[src/rtl/fetch_redirect_ctrl_pkg.sv]
// Shared types for the fetch redirect controller: run/exception/halt state
// and the one-hot-free select code produced by the priority selector.
package fetch_ctrl_pkg;

   typedef enum logic [1:0] {
      ST_RUN,
      ST_EXC,
      ST_HALT
   } state_e;

   typedef enum logic [2:0] {
      SEL_SEQ,
      SEL_JR,
      SEL_HALT,
      SEL_SIIC,
      SEL_NEST,
      SEL_RTI,
      SEL_BR,
      SEL_HOLD
   } sel_e;

   localparam logic [15:0] EXC_VEC_DEFAULT = 16'h0002;

   function automatic logic sel_loads_pc(input sel_e sel);
      return !(sel inside {SEL_HOLD, SEL_HALT, SEL_NEST});
   endfunction

   function automatic logic sel_flushes_if(input sel_e sel);
      return sel inside {SEL_JR, SEL_SIIC, SEL_RTI, SEL_BR};
   endfunction

endpackage

[src/rtl/fetch_redirect_ctrl_if.sv]
// Redirect-source / fetch-control bundle between the pipeline and the
// fetch redirect controller.
interface fetch_redirect_ctrl_if #(
   parameter int unsigned WIDTH = 16
);
   logic             stall;
   logic [WIDTH-1:0] pc_plus2;
   logic [WIDTH-1:0] pc_d;
   logic             br_take_d;
   logic [WIDTH-1:0] br_addr_d;
   logic             jr_take_x;
   logic [WIDTH-1:0] jr_addr_x;
   logic             siic_d;
   logic             rti_d;
   logic             halt_d;
   logic [WIDTH-1:0] next_pc;
   logic             pc_load;
   logic             flush_if;
   logic             flush_id;
   logic [WIDTH-1:0] epc;
   logic             in_exc;
   logic             halted;

   modport master (
      output stall, pc_plus2, pc_d, br_take_d, br_addr_d, jr_take_x, jr_addr_x,
             siic_d, rti_d, halt_d,
      input  next_pc, pc_load, flush_if, flush_id, epc, in_exc, halted
   );

   modport slave (
      input  stall, pc_plus2, pc_d, br_take_d, br_addr_d, jr_take_x, jr_addr_x,
             siic_d, rti_d, halt_d,
      output next_pc, pc_load, flush_if, flush_id, epc, in_exc, halted
   );
endinterface

[src/rtl/fetch_redirect_ctrl_prio.sv]
// Combinational priority selector: picks the winning redirect source for this
// cycle (oldest instruction first) and muxes the corresponding next PC.
module fetch_redirect_prio
   import fetch_ctrl_pkg::*;
#(
   parameter int unsigned      WIDTH   = 16,
   parameter logic [WIDTH-1:0] EXC_VEC = WIDTH'(EXC_VEC_DEFAULT)
) (
   input  state_e           state_i,
   input  logic             stall_i,
   input  logic [WIDTH-1:0] pc_plus2_i,
   input  logic [WIDTH-1:0] epc_i,
   input  logic             br_take_i,
   input  logic [WIDTH-1:0] br_addr_i,
   input  logic             jr_take_i,
   input  logic [WIDTH-1:0] jr_addr_i,
   input  logic             siic_i,
   input  logic             rti_i,
   input  logic             halt_i,
   output sel_e             sel_o,
   output logic [WIDTH-1:0] next_pc_o
);

   always_comb begin
      sel_o = SEL_SEQ;
      if (stall_i || state_i == ST_HALT) begin
         sel_o = SEL_HOLD;
      end else if (jr_take_i) begin
         // JR squashes the decode instruction, so decode events are dropped
         sel_o = SEL_JR;
      end else if (halt_i) begin
         sel_o = SEL_HALT;
      end else if (siic_i) begin
         sel_o = (state_i == ST_EXC) ? SEL_NEST : SEL_SIIC;
      end else if (rti_i) begin
         sel_o = SEL_RTI;
      end else if (br_take_i) begin
         sel_o = SEL_BR;
      end
   end

   always_comb begin
      next_pc_o = pc_plus2_i;
      case (sel_o)
         SEL_JR:   next_pc_o = jr_addr_i;
         SEL_SIIC: next_pc_o = EXC_VEC;
         SEL_RTI:  next_pc_o = epc_i;
         SEL_BR:   next_pc_o = br_addr_i;
         default:  next_pc_o = pc_plus2_i;
      endcase
   end

endmodule

[src/rtl/fetch_redirect_ctrl.sv]
// Fetch PC sequencer: owns run/exception/halt state and EPC, and drives the
// PC load enable, next PC and IF/ID flushes from the priority selector.
module fetch_redirect_ctrl
   import fetch_ctrl_pkg::*;
#(
   parameter int unsigned      WIDTH   = 16,
   parameter logic [WIDTH-1:0] EXC_VEC = WIDTH'(EXC_VEC_DEFAULT)
) (
   input logic                 clk,
   input logic                 rst,
   fetch_redirect_ctrl_if.slave bus
);

   state_e           state_q, state_d;
   logic [WIDTH-1:0] epc_q, epc_d;
   logic             in_exc_q, halted_q;
   sel_e             sel;
   logic [WIDTH-1:0] prio_next_pc;

   fetch_redirect_prio #(
      .WIDTH   (WIDTH),
      .EXC_VEC (EXC_VEC)
   ) u_prio (
      .state_i    (state_q),
      .stall_i    (bus.stall),
      .pc_plus2_i (bus.pc_plus2),
      .epc_i      (epc_q),
      .br_take_i  (bus.br_take_d),
      .br_addr_i  (bus.br_addr_d),
      .jr_take_i  (bus.jr_take_x),
      .jr_addr_i  (bus.jr_addr_x),
      .siic_i     (bus.siic_d),
      .rti_i      (bus.rti_d),
      .halt_i     (bus.halt_d),
      .sel_o      (sel),
      .next_pc_o  (prio_next_pc)
   );

   always_comb begin
      state_d = state_q;
      epc_d   = epc_q;
      case (sel)
         SEL_HALT, SEL_NEST: state_d = ST_HALT;
         SEL_SIIC: begin
            state_d = ST_EXC;
            epc_d   = bus.pc_d + WIDTH'(2);
         end
         SEL_RTI:  state_d = ST_RUN;
         default:  state_d = state_q;
      endcase
   end

   // in_exc/halted are registered copies of the next state, not decoded from state_q
   always_ff @(posedge clk or posedge rst) begin
      if (rst) begin
         state_q  <= ST_RUN;
         epc_q    <= '0;
         in_exc_q <= 1'b0;
         halted_q <= 1'b0;
      end else begin
         state_q  <= state_d;
         epc_q    <= epc_d;
         in_exc_q <= (state_d == ST_EXC);
         halted_q <= (state_d == ST_HALT);
      end
   end

   assign bus.next_pc  = prio_next_pc;
   assign bus.pc_load  = sel_loads_pc(sel);
   assign bus.flush_if = sel_flushes_if(sel);
   assign bus.flush_id = (sel == SEL_JR);
   assign bus.epc      = epc_q;
   assign bus.in_exc   = in_exc_q;
   assign bus.halted   = halted_q;

endmodule

[src/flat_wrapper.sv]
// flat-port wrapper written by rule: the top's interface ports become plain ports
module fetch_redirect_ctrl_flat import fetch_ctrl_pkg::*;
#(
   parameter int unsigned      WIDTH   = 16,
   parameter logic [WIDTH-1:0] EXC_VEC = WIDTH'(EXC_VEC_DEFAULT)
)
  (clk, rst, bus_stall, bus_pc_plus2, bus_pc_d, bus_br_take_d, bus_br_addr_d, bus_jr_take_x, bus_jr_addr_x, bus_siic_d, bus_rti_d, bus_halt_d, bus_next_pc, bus_pc_load, bus_flush_if, bus_flush_id, bus_epc, bus_in_exc, bus_halted);
  fetch_redirect_ctrl_if #(.WIDTH(WIDTH)) bus_i ();
  input logic clk;
  input logic rst;
  input wire logic [$bits(bus_i.stall)-1:0] bus_stall;
  input wire logic [$bits(bus_i.pc_plus2)-1:0] bus_pc_plus2;
  input wire logic [$bits(bus_i.pc_d)-1:0] bus_pc_d;
  input wire logic [$bits(bus_i.br_take_d)-1:0] bus_br_take_d;
  input wire logic [$bits(bus_i.br_addr_d)-1:0] bus_br_addr_d;
  input wire logic [$bits(bus_i.jr_take_x)-1:0] bus_jr_take_x;
  input wire logic [$bits(bus_i.jr_addr_x)-1:0] bus_jr_addr_x;
  input wire logic [$bits(bus_i.siic_d)-1:0] bus_siic_d;
  input wire logic [$bits(bus_i.rti_d)-1:0] bus_rti_d;
  input wire logic [$bits(bus_i.halt_d)-1:0] bus_halt_d;
  output wire logic [$bits(bus_i.next_pc)-1:0] bus_next_pc;
  output wire logic [$bits(bus_i.pc_load)-1:0] bus_pc_load;
  output wire logic [$bits(bus_i.flush_if)-1:0] bus_flush_if;
  output wire logic [$bits(bus_i.flush_id)-1:0] bus_flush_id;
  output wire logic [$bits(bus_i.epc)-1:0] bus_epc;
  output wire logic [$bits(bus_i.in_exc)-1:0] bus_in_exc;
  output wire logic [$bits(bus_i.halted)-1:0] bus_halted;
  assign bus_i.stall = bus_stall;
  assign bus_i.pc_plus2 = bus_pc_plus2;
  assign bus_i.pc_d = bus_pc_d;
  assign bus_i.br_take_d = bus_br_take_d;
  assign bus_i.br_addr_d = bus_br_addr_d;
  assign bus_i.jr_take_x = bus_jr_take_x;
  assign bus_i.jr_addr_x = bus_jr_addr_x;
  assign bus_i.siic_d = bus_siic_d;
  assign bus_i.rti_d = bus_rti_d;
  assign bus_i.halt_d = bus_halt_d;
  assign bus_next_pc = bus_i.next_pc;
  assign bus_pc_load = bus_i.pc_load;
  assign bus_flush_if = bus_i.flush_if;
  assign bus_flush_id = bus_i.flush_id;
  assign bus_epc = bus_i.epc;
  assign bus_in_exc = bus_i.in_exc;
  assign bus_halted = bus_i.halted;
  fetch_redirect_ctrl #(.WIDTH(WIDTH), .EXC_VEC(EXC_VEC)) u_core (.clk(clk), .rst(rst), .bus(bus_i));
endmodule
[config.mk]
export PLATFORM = sky130hd
export DESIGN_NAME = fetch_redirect_ctrl_flat
export DESIGN_NICKNAME = d
export VERILOG_FILES = /design/src/rtl/fetch_redirect_ctrl_pkg.sv /design/src/rtl/fetch_redirect_ctrl_if.sv /design/src/rtl/fetch_redirect_ctrl_prio.sv /design/src/rtl/fetch_redirect_ctrl.sv /design/src/flat_wrapper.sv
export SDC_FILE = /design/constraint.sdc
export NUM_CORES = 1
export LEC_CHECK = 0
export BUFFER_PORTS_ARGS = -buffer_cell sky130_fd_sc_hd__buf_4
export CORE_UTILIZATION = 40
export DETAILED_ROUTE_END_ITERATION = 8
export GPL_TIMING_DRIVEN = 0
export MAX_ROUTING_LAYER = met4
export PLACE_DENSITY = 0.76
export SETUP_SLACK_MARGIN = 0.1
export SLEW_MARGIN = 10
export SYNTH_ARGS = -nofsm -noshare
export SYNTH_HDL_FRONTEND = slang
export SYNTH_SLANG_ARGS = --single-unit
[constraint.sdc]
create_clock -name clk -period 1.7 [get_ports clk]
set_input_delay 0.17 -clock clk [delete_from_list [all_inputs] [get_ports clk]]
set_output_delay 0.17 -clock clk [all_outputs]
set_load 0.02 [all_outputs]
# Word level (Yosys, flattened, before mapping)

Cells that the tools add are included.

Register bits: 20
Input bits: 72
Output and inout bits: 37

Add/sub/neg operators: 1
Eq/ne operators: 11
Mux-type cells: 9
Reductions and logical operators: 5

Operators by type and width:

| operator              | number |
|---|---|
| $pmux 16 s4           | 1 |
| $mux 3                | 7 |
| $add 16x2->16 const B | 1 |
| $eq 3x3->1 const B    | 4 |
| $eq 3x2->1 const B    | 2 |
| $pmux 2 s3            | 1 |
| $eq 2x1->1 const B    | 2 |
| $eq 2x2->1 const B    | 2 |
| $reduce_bool 4->1     | 1 |
| $eq 3x1->1 const B    | 1 |
| $reduce_bool 3->1     | 1 |
| $reduce_or 2->1       | 1 |
| $logic_not 1->1       | 1 |
| $logic_or 1x1->1      | 1 |

# Longest topological paths before layout

Gate-level depths: netlist (run 1).

Depth after elaboration: 10
Depth in mapped cells: 7
Mapped depth without buffers: 5

# Cells and area by module

From an unflattened synthesis (run 1), not the netlist that was laid out.

Cells, all modules: 200
Area total of the unflattened synthesis: 1709.1 um^2

Modules (own cells, without submodules):

| module              | times used | cells an instance | area an instance (um^2) | sequential area each (um^2) |
|---|---|---|---|---|
| fetch_redirect_ctrl | 1          | 110               | 1062.3                  | 500.5 |
| fetch_redirect_prio | 1          | 90                | 646.9                   | 0.0 |

# Worst setup path before layout (run 1)

No wires, ideal clock.

Path kind: reg2out
Start: reg u_core.state_q[0]
End: out bus_next_pc[0]
Arrival time: 1.397 ns
Path slack: 0.133 ns
Cell stages (with the launch flop): 6
Buffers on the path: 2
Path through: dfrtp_1 -> nand2b_1 -> nand2b_1 -> clkbuf_1 -> clkbuf_1 -> o2bb2ai_1

Longest elaborated chain between the ends: 8
Elaborated cells on any way between the ends: 13

Ends and longest elaborated chain:

| element                            | line                           | source |
|---|---|---|
| start: declaration                 | fetch_redirect_ctrl.sv:14      | `state_e state_q, state_d;` |
| start signal: assignment           | fetch_redirect_ctrl.sv:61      | `state_q <= state_d;` |
| $eq 2x1->1                         | fetch_redirect_ctrl_prio.sv:34 | `sel_o = (state_i == ST_EXC) ? SEL_NEST : SEL_SIIC;` |
| $mux 3                             | fetch_redirect_ctrl_prio.sv:34 |  |
| $mux 3                             | fetch_redirect_ctrl_prio.sv:33 | `end else if (siic_i) begin` |
| $mux 3                             | fetch_redirect_ctrl_prio.sv:31 | `end else if (halt_i) begin` |
| $mux 3                             | fetch_redirect_ctrl_prio.sv:28 | `end else if (jr_take_i) begin` |
| $mux 3 *                           | fetch_redirect_ctrl_prio.sv:26 | `if (stall_i \|\| state_i == ST_HALT) begin` |
| $eq 3x3->1 (tied with other cells) | fetch_redirect_ctrl_prio.sv:44 | `case (sel_o)` |
| $pmux 16 s4 *                      | fetch_redirect_ctrl_prio.sv:44 |  |
| end: declaration                   | flat_wrapper.sv:21             | `output wire logic [$bits(bus_i.next_pc)-1:0] bus_next_pc;` |

Every way passes the cells marked *; elsewhere a longest branch is shown, timed or not.

# Worst setup path in the final report (run 1)

Start: reg u_core.state_q[0]
End: out bus_next_pc[1]

The elaborated chain is that of the path after synthesis.

==> results of run 1 <==
==> per-stage QoR <==
stage,TNS [ps],area (um2),instances
finish,-2970,2780,339
CTS,-1930,2670,332
global route,-3750,2780,339
global placement,-2430,2320,318
floorplan,0,1460,165
detailed placement,-2150,2320,318
==> critical path: cells and delay by family (launching register included) <==
kind / cells / cell delay (ps)
AOI/OAI and AO/OA: 1 / 340
buffers and inverters: 3 / 440
DFF: 1 / 490
and+or+nand+nor: 2 / 180
==> repair_timing <==
item,CTS,global route
hold buffers,0,0
resized for setup,51,30
pin swaps,5,3
cloned,2,0
buffers inserted,9,7
endpoints found under the setup margin,18,33
==> flip-flops by register name (all words and copies together), names as in the netlist <==
| name | flops |
|---|---|
| u_core.bus.epc | 16 |
| u_core.state_q | 2 |
| u_core.bus.halted | 1 |
| u_core.bus.in_exc | 1 |
==> placed cells by master (no fill, tap or decap), types with 3 or more instances in the layout <==
cell	count
buf_4	103
buf_6	27
nand2_1	19
dfrtp_1	19
a222oi_1	15
o2bb2ai_2	14
xnor2_1	12
o21ai_1	11
nor3_1	8
nor2_1	6
nand3_1	6
inv_1	5
nand4_1	3
nor4_1	3
clkbuf_4	3
==> kinds of logic after synthesis <==
kind of cell,Yosys count,synth area share
adder cells (fa/ha/maj),1,0.00855
buffers and inverters,19,0.0641
multiplexers,2,0.0154
AND/OR/NAND/NOR,56,0.197
AO/OA/AOI/OAI,54,0.296
XOR/XNOR,13,0.0778
flip-flops,20,0.342
==> layer usage <==
metal  share of wire  vias to the layer above
met5               0                        -
met4           0.025                        0
met3           0.059                       14
met2            0.50                      104
met1            0.41                      909
li1                -                      899
==> path summary, 6_finish.rpt <==
kind | start | depth (start not counted) | end
min in group clk | bus_pc_d[1] | 2 | u_core.bus.epc[1]
worst min register to register | u_core.bus.epc[1] | 2 | u_core.bus.epc[1]
max in group asynchronous | rst | 2 | u_core.state_q[0]
worst max register to register | u_core.state_q[1] | 8 | u_core.bus.epc[10]
worst min-delay path | rst | 2 | u_core.bus.epc[4]
worst max-delay path | u_core.state_q[0] | 6 | bus_next_pc[1]
==> area by class of cell <==
cell class / instances / area, um2 / area share
Multi-Input combinational cell: 126 / 1020 / 0.368
Inverter: 7 / 26.3 / 0.00946
Clock buffer: 3 / 22.5 / 0.00810
Tap cell: 46 / 57.6 / 0.0207
Timing Repair Buffer: 125 / 1020 / 0.368
Buffer: 12 / 125 / 0.0450
Sequential cell: 20 / 502 / 0.181
==> power breakdown <==
group	switching [mW]	internal (mW)	total (mW)
clock	0.159	0.0827	0.242
sequential	0	0.476	0.476
combinational	0.157	0.208	0.364
total	0.316	0.766	1.08
==> results.ini, run 1 <==
[run_status]
status = complete, but fails checks
violations = negative setup slack

[clock_network]
insertion_delay_ps = 310
cts-root-buf = clkbuf_4
cts.sinks = 20
path_clk_slew_ps = 130
cts_tree = built
cts_buffers = 3
cts_max_path_buffers = 2
htree_levels = 1

[critical_path]
crit_path_max_incr_delay_ps = 490
crit_top_cell = buf_4
worstSetupStartpointType = register
required_ps = 1530
rrSetupSlack_ps = 160
path_cells = buf_4 > nor2b_4 > nor2_4 > buf_4 > a221o_1 > buf_6
cp_max_fo = 5
worstSetupPathType = register to primary output
slowest_stage = dfrtp_2
cp.arrival_ps = 1780
critPathCaptureType = primary output

[global_routing]
top_usage_layer = met2
met3_usage = 0.0292
grt_antenna_before_repair = 0
grt_pass1_wl_um = 9000
gr-total-overflow = 0
grt_pass1_vias = 1872
grt_max_degree = 21
grt_use_total = 0.299
grtUsageMet1 = 0.375
grtUsageMet2 = 0.485

[logic_synthesis]
ys.flop_type = dfrtp_1
synth_common_cells = dfrtp_1, nand2_1, a222oi_1, o2bb2ai_1, xnor2_1
ys_seq_elements = 20
synthArstFlopShare = 1.00
synth_cells = 165
yosysMostFrequentCell = dfrtp_1
syn-cell-area_um2 = 1460
postSynthAreaPerCell_um2 = 8.87
synth_edf_count = 0
synth_nets = 238
synth_area_leaders = dfrtp_1, a222oi_1, o2bb2ai_1, xnor2_1, nand2_1
synth-seq-area-share = 0.342
synth_cell_type_count = 34
yosysWarningCount = 0
synth.top_cell.area_share = 0.342
yosysTopAreaCell = dfrtp_1

[placed_design]
place_congestion = 0.871
dp_hpwl_um = 3900
preCtsSetupSlack_ps = -205
port-buffer-count = 107

[detailed_routing]
viasPerCell = 5.68
drt_wl_total_um = 5910
wl_per_cell_um = 17.4
antenna_left = 0
drt_iter0_markers = 173
num_vias = 1926
drc = 0
first_pass_iters = 7

[die]
io_pins = 109
rows = 21
core_area_um2 = 3420
die_y_um = 62.5
die-area_um2 = 3910
die_x_um = 62.5
start_util = 0.429

[sta]
finalCritPeriodShare = 1.15
rsz0062_at_grt = yes
hold_violations = 0
setup_viol_count_final = 19
hold_slack_ps = 4.50
period_minus_slack_ps = 1950
worst_pin_slew_ps = 816
slew_headroom = 0.455
fin_ws_ps = -249
max_freq_mhz = 513
drv_slew = 0
clock-skew-final_ps = 16.0

[power_and_ir_drop]
ir_drop_mv = 0.250
p_leak_nw = 1.29
power_mw = 1.08
p_per_area_nw_per_um2 = 389

[finish]
fin_nets = 368
fill_cells = 229
fin_util = 0.814
drive_gt1_frac = 0.577
antennaDiodeCount = 0
area_delta_synth_final_pct = 89.8

[flow_run]
maxCapViolCount = 0

[min_path]
hp-class = primary input to async pin

Note: power is estimated with default switching activity, not from simulation.
==> run 2, diff against run 1 <==
CELL_PAD_IN_SITES_DETAIL_PLACEMENT = 1   (was unset)
CELL_PAD_IN_SITES_GLOBAL_PLACEMENT = 1   (was unset)
CORE_UTILIZATION = 27   (was 40)
PLACE_DENSITY = 0.75   (was 0.76)
==> run 2 against run 1 <==
Critical path depth stayed put. Sequential share of layout area is 0.67 points lower. First-iteration DRC count is 45% lower. Non-clock buffer count is 3 lower. Clock-buffer cell count stayed put. The run still ends with negative setup slack left. Critical path type unchanged.
==> results.ini, run 2 (synthesis gave the netlist of run 1 again) <==
[critical_path]
worstSetupStartpointType = register
path_cells = nand2b_4 > nand4_1 > buf_6 > o31ai_4 > a221o_1 > buf_6
slowest_stage = dfrtp_2
required_ps = 1530
critPathCaptureType = primary output
crit_path_max_incr_delay_ps = 470
worstSetupPathType = register to primary output
critPathBufInv = 2
cp.arrival_ps = 1690
crit_family = flip-flops
crit_top_cell = buf_6
cp_max_fo = 5

[finish]
drive_gt1_frac = 0.574
layout_common_cells = buf_4, buf_6, nand2_1, dfrtp_1, a222oi_1
fin_nets = 365
fill_cells = 588
area_delta_synth_final_pct = 97.2
final_area_um2 = 2890
antennaDiodeCount = 0
largest_reg_flops = 16
layout_commonest_cell = buf_4

[clock_network]
path_clk_slew_ps = 80
cts_max_path_buffers = 2
insertion_delay_ps = 260
cts_tree = built
cts_buffers = 3
cts-root-buf = clkbuf_8
htree_levels = 1
cts.sinks = 20

[placed_design]
preCtsSetupSlack_ps = -331
dp_hpwl_um = 4580
dpl-instance-area_um2 = 2350
port-buffer-count = 107
place_congestion = 0.738

[die]
rows = 26
start_util = 0.283
die_x_um = 75.6
io_pins = 109
die-area_um2 = 5720
die_y_um = 75.6
core_area_um2 = 5170

[global_routing]
grt_antenna_before_repair = 0
grt_use_total = 0.231
grt_pass1_wl_um = 9440
grt_max_degree = 21
gr-total-overflow = 0
grt_pass1_vias = 1871

[sta]
clock-skew-final_ps = 1.55
setup_viol_count_final = 16
finalCritPeriodShare = 1.09
fin_ws_ps = -159
slew_headroom = 0.434
worst_pin_slew_ps = 848
rsz0062_at_grt = yes
hold_slack_ps = 75.6
drv_slew = 0
period_minus_slack_ps = 1860
setup_tns_ps = -1390
max_freq_mhz = 538
hold_violations = 0

[power_and_ir_drop]
p_per_area_nw_per_um2 = 467
p_leak_nw = 1.30
ir_drop_mv = 0.270
power_mw = 1.35

[run_status]
status = complete, but fails checks
violations = negative setup slack

[detailed_routing]
num_vias = 1894
wl_per_cell_um = 18.5
drc = 0
antenna_left = 0
first_pass_iters = 8
viasPerCell = 5.25
drt_iter0_markers = 95
drt_wl_total_um = 6690

[flow_run]
maxCapViolCount = 0

[min_path]
hp-class = primary input to async pin

run 2: cell count changes in the layout (fill, tap and decap cells not counted), moves of 2 or more:
cell	change
buf_8	+2
o21ai_0	+5
o21ai_1	-4
clkbuf_8	+2
o2bb2ai_4	+3
buf_4	-2
o2bb2ai_2	-2
clkbuf_4	-3
run 2: timing repair:
action,4_1_cts,5_1_grt
hold buffers,0,0
gates cloned,1,1
endpoints found under the setup margin,18,35
buffers inserted,10,3
pin swaps,5,4
resized for setup,58,19
run 2: per-layer routing:
layer | part of all wire | global-route usage | vias up
met5 | 0 | - | -
met2 | 0.53 | 0.416 | 66
met4 | 0.015 | 0.0638 | 0
met3 | 0.043 | 0.0317 | 9
met1 | 0.41 | 0.268 | 923
li1 | - | - | 896
run 2: worst reg2reg max path, delay by kind of cell (launching register included):
kind / cells / cell delay (ps)
simple gates: 2 / 240
flops: 1 / 430
buf+inv: 3 / 520
mux: 1 / 280
run 2: final cells by class:
cell class | instances | area [um2] | share of cell area
Clock buffer | 3 | 41.3 | 0.0143
Timing Repair Buffer | 122 | 995 | 0.345
Buffer | 12 | 139 | 0.0481
Tap cell | 70 | 87.6 | 0.0303
Inverter | 7 | 26.3 | 0.00910
Sequential cell | 20 | 502 | 0.174
Clock inverter | 1 | 30.0 | 0.0104
Multi-Input combinational cell | 126 | 1070 | 0.369
run 2: final timing paths:
path,endpoint,start,slack (ps),cells after the start
max reg2reg,u_core.bus.epc[2],u_core.state_q[1],120,6
max,bus_next_pc[1],u_core.state_q[0],-160,6
max in group asynchronous,u_core.state_q[0],rst,1050,2
min reg2reg,u_core.bus.epc[6],u_core.bus.epc[6],530,2
min,u_core.bus.epc[0],rst,80,2
min in group clk,u_core.bus.epc[1],bus_pc_d[1],120,2
run 2: where the power goes:
| part | internal [mW] | switching, mW |
|---|---|---|
| logic | 0.216 | 0.164 |
| registers | 0.475 | 0 |
| clock network | 0.315 | 0.178 |
run 2: per-stage QoR:
stage / utilization / std cells
floorplan: - / 165
global placement: 0.455 / 342
detailed placement: 0.455 / 342
CTS: 0.537 / 357
global route: 0.558 / 361
finish: 0.558 / 361
